[config.mk]
export PLATFORM = sky130hd
export DESIGN_NAME = dcache
export DESIGN_NICKNAME = d
export VERILOG_FILES = /design/src/rtl/dcache.sv
export SDC_FILE = /design/constraint.sdc
export NUM_CORES = 1
export LEC_CHECK = 0
export BUFFER_PORTS_ARGS = -buffer_cell sky130_fd_sc_hd__clkbuf_2
export CELL_PAD_IN_SITES_DETAIL_PLACEMENT = 1
export CELL_PAD_IN_SITES_GLOBAL_PLACEMENT = 1
export CORE_ASPECT_RATIO = 0.75
export CORE_MARGIN = 4
export CORE_UTILIZATION = 30
export CTS_CLUSTER_DIAMETER = 120
export DETAILED_ROUTE_END_ITERATION = 12
export PLACE_DENSITY = 0.61
export SYNTH_ARGS = -nofsm -noshare
export SYNTH_HDL_FRONTEND = slang
export SYNTH_SLANG_ARGS = --single-unit
[constraint.sdc]
create_clock -name clk -period 8.3 [get_ports clk]
set_clock_uncertainty 0.2 [all_clocks]
set_input_delay 0.83 -clock clk [delete_from_list [all_inputs] [get_ports clk]]
set_output_delay 0.83 -clock clk [all_outputs]
set_load 0.1 [all_outputs]
[src/rtl/dcache.sv]
// dcache: direct-mapped, write-back, write-allocate data cache, 4 lines x 4 words.
// Define DCACHE_STATS_EN to build saturating hit/miss counters; otherwise they read as 0.
module dcache (
    input  logic         clk,
    input  logic         reset,
    input  logic         MemReadM,
    input  logic         MemWriteM,
    input  logic         ByteM,
    input  logic [31:0]  ALUOutM,
    input  logic [31:0]  WriteDataM,
    output logic [31:0]  ReadData,
    output logic         dhit,
    output logic         mem_req,
    output logic         mem_we,
    output logic [31:0]  mem_addr,
    output logic [127:0] mem_wdata,
    input  logic [127:0] mem_rdata,
    input  logic         mem_ack,
    output logic [15:0]  hit_count,
    output logic [15:0]  miss_count
);
    typedef enum logic [1:0] {IDLE, WRBACK, FILL, UPDATE} state_t;
    state_t        state_q;
    logic [3:0]    valid_q, dirty_q;
    logic [25:0]   tag_q [4];
    logic [127:0]  data_q [4];
    logic [127:0]  line_q;
    logic          mem_req_q, mem_we_q;
    logic [31:0]   mem_addr_q;
    logic [127:0]  mem_wdata_q;
    logic [1:0]    idx, wsel, lane;
    logic          acc, hit, idle, st_hit;
    logic [31:0]   rd_word, st_word_d;

    assign idx    = ALUOutM[5:4];
    assign wsel   = ALUOutM[3:2];
    assign lane   = ALUOutM[1:0];
    assign acc    = MemReadM | MemWriteM;
    assign hit    = valid_q[idx] && (tag_q[idx] == ALUOutM[31:6]);
    assign idle   = state_q == IDLE;
    assign st_hit = idle && MemWriteM && hit;
    // Word 0 sits in the most significant 32 bits of a line.
    assign rd_word  = data_q[idx][{~wsel, 5'b0} +: 32];
    assign dhit     = idle && (!acc || hit);
    assign ReadData = (idle && MemReadM && !MemWriteM && hit) ? rd_word : '0;

    assign mem_req   = mem_req_q;
    assign mem_we    = mem_we_q;
    assign mem_addr  = mem_addr_q;
    assign mem_wdata = mem_wdata_q;

    always_comb begin
        st_word_d = ByteM ? rd_word : WriteDataM;
        if (ByteM) st_word_d[{~lane, 3'b0} +: 8] = WriteDataM[7:0];
    end

    // Tag/data storage carries no reset; valid_q alone qualifies its contents.
    always_ff @(posedge clk) begin
        if (state_q == FILL && mem_ack) line_q <= mem_rdata;
        if (state_q == UPDATE) begin
            data_q[idx] <= line_q;
            tag_q[idx]  <= ALUOutM[31:6];
        end else if (st_hit) begin
            data_q[idx][{~wsel, 5'b0} +: 32] <= st_word_d;
        end
    end

    always_ff @(posedge clk or negedge reset) begin
        if (!reset) begin
            state_q     <= IDLE;
            valid_q     <= '0;
            dirty_q     <= '0;
            mem_req_q   <= 1'b0;
            mem_we_q    <= 1'b0;
            mem_addr_q  <= '0;
            mem_wdata_q <= '0;
        end else begin
            case (state_q)
                IDLE: begin
                    if (acc && !hit) begin
                        mem_req_q <= 1'b1;
                        if (valid_q[idx] && dirty_q[idx]) begin
                            state_q     <= WRBACK;
                            mem_we_q    <= 1'b1;
                            mem_addr_q  <= {tag_q[idx], idx, 4'b0};
                            mem_wdata_q <= data_q[idx];
                        end else begin
                            state_q    <= FILL;
                            mem_we_q   <= 1'b0;
                            mem_addr_q <= {ALUOutM[31:4], 4'b0};
                        end
                    end else if (st_hit) begin
                        dirty_q[idx] <= 1'b1;
                    end
                end
                WRBACK: begin
                    if (mem_ack) begin
                        state_q    <= FILL;
                        mem_we_q   <= 1'b0;
                        mem_addr_q <= {ALUOutM[31:4], 4'b0};
                    end
                end
                FILL: begin
                    if (mem_ack) begin
                        state_q   <= UPDATE;
                        mem_req_q <= 1'b0;
                    end
                end
                UPDATE: begin
                    state_q      <= IDLE;
                    valid_q[idx] <= 1'b1;
                    dirty_q[idx] <= 1'b0;
                end
            endcase
        end
    end

`ifdef DCACHE_STATS_EN
    logic [15:0] hit_q, miss_q;
    logic        missed_q;

    // missed_q keeps the completion of a refilled access from counting as a hit.
    always_ff @(posedge clk or negedge reset) begin
        if (!reset) begin
            hit_q    <= '0;
            miss_q   <= '0;
            missed_q <= 1'b0;
        end else if (idle && acc) begin
            if (!hit) begin
                missed_q <= 1'b1;
                if (miss_q != 16'hFFFF) miss_q <= miss_q + 16'd1;
            end else begin
                missed_q <= 1'b0;
                if (!missed_q && hit_q != 16'hFFFF) hit_q <= hit_q + 16'd1;
            end
        end
    end

    assign hit_count  = hit_q;
    assign miss_count = miss_q;
`else
    assign hit_count  = '0;
    assign miss_count = '0;
`endif
endmodule

==> flow_summary.json <==
{
  "fill_cells": 12500,
  "hpwl_mm": 83.6,
  "routed_wl_mm": 119,
  "io_buffers": 388,
  "vias": 20600,
  "ys_seq_area_share_pct": 70.5,
  "r2r_cells": 9,
  "drive_gt1_share_pct": 44.2,
  "grt_max_degree": 75,
  "drv_cap": 0,
  "drt_iter0_markers": 1656,
  "die_w_um": 417,
  "synth_most_common_cell": "edfxtp_1",
  "area.growth.synth_to_final_pct": 19.2,
  "htree_levels": 3,
  "synth_top_area_cell": "edfxtp_1",
  "min_from": "mem_rdata[94]",
  "syn_area_um2": 37600,
  "cts.sinks": 912,
  "core_um2": 124000,
  "post_cts_buffers": 0,
  "grt_overflow": 0,
  "synth_common_cells": "edfxtp_1 (744), mux2_2 (311), mux4_2 (177)",
  "r2r_slack_ns": 2.99,
  "cts_root_buf": "clkbuf_16",
  "rows": 112,
  "routedWlPerCell_um": 28.5,
  "peakVddDrop_uv": 303,
  "synth_cell_types": 54,
  "cts_made_buffers": 97,
  "gp_congestion": 0.794,
  "leakagePower_nw": 15.9,
  "yosys.area.top_type_share_pct": 59.4,
  "period_minus_slack_ns": 6.40,
  "power.density_nw_per_um2": 362,
  "min_path_cells": 1,
  "endpoint_kind": "output port",
  "status": "finished clean",
  "instances_no_fill": 4177,
  "grt_use_total_pct": 18.0,
  "io-pin-count": 425,
  "yosysWarnings": 0,
  "startpoint": "ALUOutM[5]",
  "dieArea_um2": 131000,
  "netlist_top_cells_area": "edfxtp_1 (59%), dfrtp_1 (11%), mux4_2 (11%), mux2_2 (9.3%), nor2_1 (1.5%)",
  "min_path_type": "in2reg",
  "antenna_found_initial": 14,
  "start_util_pct": 30.2,
  "relSlewSlack_pct": 12.9,
  "grt_pass1_wl_mm": 167,
  "cp_max_fo": 66,
  "crit_required_ns": 7.27,
  "fin_nets": 2645,
  "drt_first_pass_iters": 5,
  "path_class": "in2out",
  "routed_via_density": 4.94,
  "hold_violations": 0,
  "arrival_ns": 5.37,
  "syn_avg_cell_area_um2": 18.7,
  "max-clock-path-buffers": 3,
  "setup_violations": 0,
  "rsz0062_at_grt": "false",
  "startpoint_type": "input pin",
  "tightest_slew_ns": 1.31,
  "power_w": 0.0163,
  "setup_tns_ns": 0,
  "clkTransAtPathRegs_ns": 0.06,
  "final-max-slew-violation-count": 0,
  "fmax_mhz": 156,
  "dpl.cell_count": 3984,
  "r2r-start": "tag_q[1][22]",
  "clock_latency_ns": 0.72,
  "tritoncts": "built",
  "ys.flop_type": "edfxtp_1",
  "fin_crit_sh_pct": 77.1,
  "die_h_um": 315,
  "first_global_vias": 22100,
  "synth_seq_cells": 912,
  "synth_async_sr_flop_share_pct": 18.4,
  "synth_edf_count": 744,
  "antenna_left": 0,
  "syn_inst": 2014,
  "drc": 0
}
## stage by stage
step / instance area [um2] / hold WS, ns / worst slack [ns] / utilization [%]
CTS: 44800 / 0.0264 / 1.80 / 36.0
global placement: 41500 / 0.251 / 1.85 / 33.4
finish: 44900 / 0.0916 / 1.90 / 36.1
detailed placement: 41500 / 0.254 / 1.79 / 33.4
floorplan: 37800 / 0.234 / 1.95 / -
global route: 44900 / 0.0469 / 1.59 / 36.1
## worst max-delay path, cell delays in order
cell and delay [ns]:
clkbuf_8 0.43, buf_4 0.87, mux2i_1 0.36, o22ai_1 0.16, nor4_1 0.38, nor2_1 0.13, or3_1 0.45, nor3_4 0.61
buf_4 0.42, and2_1 0.19, clkbuf_2 0.46
## registers in the layout, summed over array words and instances (netlist names), named ones only
signal,count
valid_q,4
state_q,2
mem_req,1
data_q,512
mem_wdata,128
tag_q,104
mem_we,1
line_q,128
mem_addr,28
## cell type report
type	instances	area [um2]	share of cell area (%)
Antenna cell	6	15.0	0.0335
Inverter	20	81.3	0.181
Clock inverter	47	566	1.26
Multi-Input combinational cell	978	10600	23.6
Clock buffer	136	2710	6.05
Timing Repair Buffer	425	2300	5.12
Tap cell	1653	2070	4.61
Sequential cell	912	26500	59.1
## cells by family (layout without fill, tap and decap cells)
| logic type | count (synthesis) | after routing | synth area share, % |
|---|---|---|---|
| AO/OA/AOI/OAI | 100 | 100 | 1.87 |
| other | 1 | 42 | 0.00996 |
| buffers and inverters | 159 | 628 | 2.34 |
| flip-flops | 912 | 912 | 70.5 |
| multiplexers | 513 | 513 | 20.7 |
| XOR/XNOR | 22 | 22 | 0.512 |
| adder cells (fa/ha/maj) | 13 | 13 | 0.432 |
| AND/OR/NAND/NOR | 294 | 294 | 3.57 |
## routing by layer
layer  vias up  share of wire [%]  GRT usage (%)
met5         -             0.0067              0
met3       172                6.8           3.97
met4         2                3.0           5.27
li1       8714                  -              -
met1     11000                 41           23.4
met2       750                 49           30.2
## power breakdown
part / switching [W] / internal [W] / total [W]
clock network: 0.00190 / 0.00253 / 0.00443
registers: 0.000354 / 0.00577 / 0.00613
logic: 0.00445 / 0.00125 / 0.00570
## timing repair
action / 4_1_cts / 5_1_grt
gates resized for setup: 0 / 0
hold endpoints to repair: 61 / 0
endpoints found under the setup margin: 0 / 0
hold buffers: 1 / 0
## path summary, 6_finish.rpt
check | to
min | line_q[94]
max | ReadData[15]
max in group asynchronous | mem_wdata[20]
max reg2reg | data_q[2][2]
min reg2reg | valid_q[3]
min in group asynchronous | mem_wdata[34]
## placed cells by master (no fill, tap or decap), types with 25 or more instances in the layout
cell type,n
mux4_2,177
conb_1,36
and2_1,34
clkbuf_1,25
edfxtp_1,744
dfrtp_1,168
nor2_1,152
clkbuf_2,385
nand2_1,58
buf_4,32
clkbuf_16,97
mux2_2,311
No activity file was read; power rests on OpenSTA's default activity.
